--- src/rtl/register_file_r7_pkg.sv ---
// Shared definitions for the architectural register file and its scoreboard.
package register_file_r7_pkg;

   localparam int DATA_W     = 16;
   localparam int REG_ADDR_W = 3;
   localparam int GPR_COUNT  = 7;

   typedef logic [REG_ADDR_W-1:0] reg_addr_t;

   localparam reg_addr_t R7_IDX = 3'd7;

endpackage

--- src/rtl/register_file_r7_scoreboard.sv ---
// Pending-write scoreboard for R0..R6: a reserve sets a bit, a write-back clears it,
// and the busy lookup can hide a register whose data is being forwarded this cycle.
module rf_scoreboard #(
   parameter bit BYPASS = 1'b1
) (
   input  logic       clk,
   input  logic       reset,
   input  logic       reserve_en,
   input  logic [2:0] reserve_addr,
   input  logic       clear_en,
   input  logic [2:0] clear_addr,
   input  logic [2:0] a1,
   input  logic [2:0] a2,
   output logic       busy1,
   output logic       busy2
);
   import register_file_r7_pkg::*;

   logic [GPR_COUNT-1:0] pending;

   // The set is applied after the clear so a freshly issued producer wins.
   always_ff @(posedge clk) begin
      if (reset) begin
         pending <= '0;
      end else begin
         if (clear_en && (clear_addr != R7_IDX)) pending[clear_addr] <= 1'b0;
         if (reserve_en && (reserve_addr != R7_IDX)) pending[reserve_addr] <= 1'b1;
      end
   end

   function automatic logic lookup(
      input reg_addr_t            a,
      input logic [GPR_COUNT-1:0] pend,
      input logic                 clr_en,
      input reg_addr_t            clr_addr,
      input logic                 rsv_en,
      input reg_addr_t            rsv_addr
   );
      logic hit;
      logic fwd;
      logic rsv;
      hit = (a != R7_IDX) && pend[a];
      fwd = BYPASS && clr_en && (clr_addr == a) && (a != R7_IDX);
      rsv = rsv_en && (rsv_addr == a);
      return hit && !(fwd && !rsv);
   endfunction

   assign busy1 = lookup(a1, pending, clear_en, clear_addr, reserve_en, reserve_addr);
   assign busy2 = lookup(a2, pending, clear_en, clear_addr, reserve_en, reserve_addr);

endmodule

--- src/rtl/register_file_r7.sv ---
// Eight-entry register file: R0..R6 written from write-back, R7 (PC) loaded separately,
// two combinational read ports with optional write-to-read forwarding and hazard flags.
module register_file_r7 #(
   parameter int                               DATA_W   = register_file_r7_pkg::DATA_W,
   parameter bit                               BYPASS   = 1'b1,
   parameter logic [DATA_W-1:0]                R7_RESET = '0
) (
   input  logic              clk,
   input  logic              reset,
   input  logic [2:0]        rf_a1,
   input  logic [2:0]        rf_a2,
   output logic [DATA_W-1:0] rf_d1,
   output logic [DATA_W-1:0] rf_d2,
   input  logic [2:0]        rf_a3_in,
   input  logic [DATA_W-1:0] rf_d3_in,
   input  logic              rf_d3_write_wb_in,
   input  logic [DATA_W-1:0] d_R7_in,
   input  logic              r7_write_en,
   output logic [DATA_W-1:0] pc_out,
   input  logic              sb_reserve_en,
   input  logic [2:0]        sb_reserve_addr,
   output logic              busy1,
   output logic              busy2
);
   import register_file_r7_pkg::*;

   logic [DATA_W-1:0] gpr [GPR_COUNT];
   logic [DATA_W-1:0] r7;
   logic              gpr_we;

   // A GPR write aimed at R7 is dropped; R7 only changes through d_R7_in.
   assign gpr_we = rf_d3_write_wb_in && (rf_a3_in != R7_IDX);

   always_ff @(posedge clk) begin
      if (reset) begin
         for (int i = 0; i < GPR_COUNT; i++) gpr[i] <= '0;
         r7 <= R7_RESET;
      end else begin
         if (gpr_we) gpr[rf_a3_in] <= rf_d3_in;
         if (r7_write_en) r7 <= d_R7_in;
      end
   end

   always_comb begin
      rf_d1 = (rf_a1 == R7_IDX) ? r7 : gpr[rf_a1];
      if (BYPASS && gpr_we && (rf_a1 == rf_a3_in)) rf_d1 = rf_d3_in;
   end

   always_comb begin
      rf_d2 = (rf_a2 == R7_IDX) ? r7 : gpr[rf_a2];
      if (BYPASS && gpr_we && (rf_a2 == rf_a3_in)) rf_d2 = rf_d3_in;
   end

   assign pc_out = r7;

   rf_scoreboard #(
      .BYPASS(BYPASS)
   ) u_scoreboard (
      .clk         (clk),
      .reset       (reset),
      .reserve_en  (sb_reserve_en),
      .reserve_addr(sb_reserve_addr),
      .clear_en    (rf_d3_write_wb_in),
      .clear_addr  (rf_a3_in),
      .a1          (rf_a1),
      .a2          (rf_a2),
      .busy1       (busy1),
      .busy2       (busy2)
   );

endmodule

--- config.mk ---
export PLATFORM = sky130hd
export DESIGN_NAME = register_file_r7
export DESIGN_NICKNAME = d
export VERILOG_FILES = /design/src/rtl/register_file_r7_pkg.sv /design/src/rtl/register_file_r7_scoreboard.sv /design/src/rtl/register_file_r7.sv
export SDC_FILE = /design/constraint.sdc
export NUM_CORES = 1
export LEC_CHECK = 0
export CAP_MARGIN = 0
export CORE_ASPECT_RATIO = 0.5
export CORE_MARGIN = 10
export CORE_UTILIZATION = 55
export DETAILED_ROUTE_END_ITERATION = 12
export GPL_ROUTABILITY_DRIVEN = 0
export MAX_ROUTING_LAYER = met4
export PLACE_DENSITY = 0.84
export SLEW_MARGIN = 20
export SYNTH_ARGS = -nofsm -noshare
export SYNTH_HDL_FRONTEND = slang
export SYNTH_SLANG_ARGS = --single-unit
--- constraint.sdc ---
create_clock -name clk -period 3 [get_ports clk]
set_input_delay 0.3 -clock clk [delete_from_list [all_inputs] [get_ports clk]]
set_output_delay 0.3 -clock clk [all_outputs]
set_load 0.1 [all_outputs]
==> impl_results.md <==
* Number of buffer cells added on primary ports at 98
* Antenna violations before repair at 0
* Mean post-synth cell area at 13.89 µm²
* DRT Pass-1 Iters at 8
* Leakage at 3.793 nW
* CP required at 2700 ps
* RSZ-0062 raised after global routing: no
* Cell Area, Placed at 0.009214 mm²
* CTS tree: yes
* DP Cell Count at 833
* Worst-path clk slew at 60 ps
* Synth Flop Type: edfxtp_1
* Largest net degree at the start of global routing at 37
* Global route hottest layer: met2
* Total power at 5.824 mW
* Routed WL per cell at 26.08 µm
* Highest clock rate at 357.6 MHz
* Final Util at 0.7184
* Gr usage total at 0.2375
* DP Worst Slack at 290.9 ps
* Final Cell Area at 0.009788 mm²
* Worst Path Max Fanout at 28
* Routing usage on met3 at 0.06459
* Commonest non-fill, non-tap cell in the layout: edfxtp_1
* Die Y at 103.6 µm
* RR Startpoint: u_scoreboard.pending[2]
* Flops & latches, synth at 135
* Setup Skew at 0 ps
* Hold endpoint: pc_out[0]
* DP Wirelength at 14.39 mm
* Nets at 709
* CP Launch Type: input pin
* H-tree Lvls at 4
* Clock Path Buffers at 2
* Mapped Area at 0.007696 mm²
* CTS Hold Bufs at 0
* Min Hold Slack at 487.7 ps
* First DRT Iteration DRCs at 689
* Total gr overflow at 0
* Worst-case reg-to-reg path depth at 2
* Std cell rows at 30
* Period utilisation layout at 0.9322
* Post-synth ARST share at 0
* Residual DRC at 0
* Most frequent cells in the layout: edfxtp_1 (96), nor2_1 (76), mux2_2 (64)
* Setup slack after layout at 203.5 ps
* Global-route wire length before repair at 34.49 mm
* Clock Tree Root: clkbuf_16
* CTS sink count at 135
* Met2 Usage GRT at 0.3820
* Mapped Nets at 603
* EDFF count, synth at 96
* Core ar. at 0.01363 mm²
* Cells after Synth at 554
* Layout Cells excl Fill at 865
* Post-CTS Setup Bufs at 0
* Chip width at 187.3 µm
* Initial core utilization at 0.5648
* Reg2Reg Setup Slack at 2260 ps
* Status: finished, final reports clean
* Worst skew pair latency at 420 ps
* TritonCTS Buffers at 17
* Endpoints failing setup at 0
* Hold path start: d_R7_in[0]
* Distinct cells, synth at 34
* Count of final hold-check violations at 0
* Yosys warnings at 0
* Maximum vdd ir drop at 0.0003396 V
* Final antenna-violating net count at 0
* Crit Path Class: in2out
* Max_slew headroom at 0.3194
* CP arrival at 2500 ps
* Via count at 5655
* Register area share after synthesis at 0.4760
* Setup TNS at 0 ps
* Nature of the critical path endpoint: output pin
* Number of global-route vias before repair at 5865
* Tmin final at 2797 ps
* Pins Over Slew Limit at 0
* Worst-margin pin slew at 1021 ps
* Worst min path class: in2reg
* Capturing point of the worst reg2reg path: u_scoreboard.pending[2]
* Area Growth Syn to Fin at 27.18%
* GRT met1 Usage at 0.2767
* I/O pin count at 99
* Die area at 0.01941 mm²
* DR vias/cell at 6.538
* N_diodes at 0
* Total wire length at 22.56 mm
* Maxcap violations at 0
* Share of cells above drive strength 1 at 0.3195
* Post-CTS sizing at 0
* Power Density at 595.0 mW/mm²
* Hold path depth at 3
layout make-up:
class	count	area [µm²]
Timing Repair Buffer	132	1609
Clock inverter	7	68.82
Inverter	19	71.32
Clock buffer	25	505.5
Sequential cell	135	3664
Tap cell	192	240.2
Fill cell	823	3837
Multi-Input combinational cell	355	3630
sequential cells by signal, summed over array words and instances (netlist names):
signal                cells
gpr                     112
u_scoreboard.pending      7
pc_out                   16
worst max-delay path: stages:
cell and delay (ps):
clkdlybuf4s50_1 570, buf_4 410, mux4_1 420, mux2_2 300, mux2_2 300, buf_12 170
power breakdown:
part           switching [mW]  internal, mW
Clock                   0.796          1.25
Combinational           0.970         0.636
Sequential             0.0668          2.11
Total                    1.83          3.99
routing by layer:
| metal | share of wire | vias to the layer above |
|---|---|---|
| met5 | 0 | - |
| met4 | 0.039 | 0 |
| met3 | 0.11 | 103 |
| met2 | 0.49 | 467 |
| met1 | 0.37 | 2745 |
| li1 | - | 2340 |
worst max path at each step:
stage / start / endpoint / slack, ps / cells past startpoint
2_1_floorplan: rf_a1[2] / busy1 / 60 / 6
3_3_place_gp: rf_a1[2] / rf_d1[9] / 310 / 6
3_5_place_dp: rf_a1[2] / rf_d1[13] / 290 / 6
4_1_cts: rf_a1[2] / rf_d1[5] / 250 / 6
5_1_grt: rf_a1[2] / rf_d1[6] / 200 / 6
6_report: rf_a1[2] / rf_d1[5] / 200 / 6
cell families after synthesis:
logic type	after synthesis	share of synthesized area
simple gates	165	0.1053
xor+xnor	12	0.01366
compound gates	30	0.02390
buf+inv	64	0.05300
mux	148	0.3281
flops	135	0.4760
cells in the mapped netlist, types with 2 or more instances:
master | number | area share
mux2i_1 | 18 | 0.023
mux2_2 | 64 | 0.094
nand3_1 | 5 | 0.0033
nor2_1 | 77 | 0.038
mux4_4 | 4 | 0.013
clkbuf_8 | 8 | 0.014
xor2_1 | 6 | 0.0068
xnor2_1 | 6 | 0.0068
o211ai_1 | 2 | 0.0020
inv_1 | 19 | 0.0093
a31oi_1 | 2 | 0.0016
mux4_2 | 28 | 0.082
buf_6 | 10 | 0.015
nor3_1 | 2 | 0.0013
a32oi_1 | 4 | 0.0046
nand2_1 | 19 | 0.0093
o21ai_0 | 18 | 0.012
and2_1 | 30 | 0.024
mux4_1 | 34 | 0.12
nand2b_1 | 5 | 0.0041
nor2b_1 | 4 | 0.0033
nand4_1 | 3 | 0.0024
dfxtp_1 | 39 | 0.10
edfxtp_1 | 96 | 0.37
clkbuf_1 | 18 | 0.0088
a22oi_1 | 2 | 0.0020
nand3b_1 | 18 | 0.018
buf_2 | 7 | 0.0046
No activity file was read; power rests on OpenSTA's default activity.
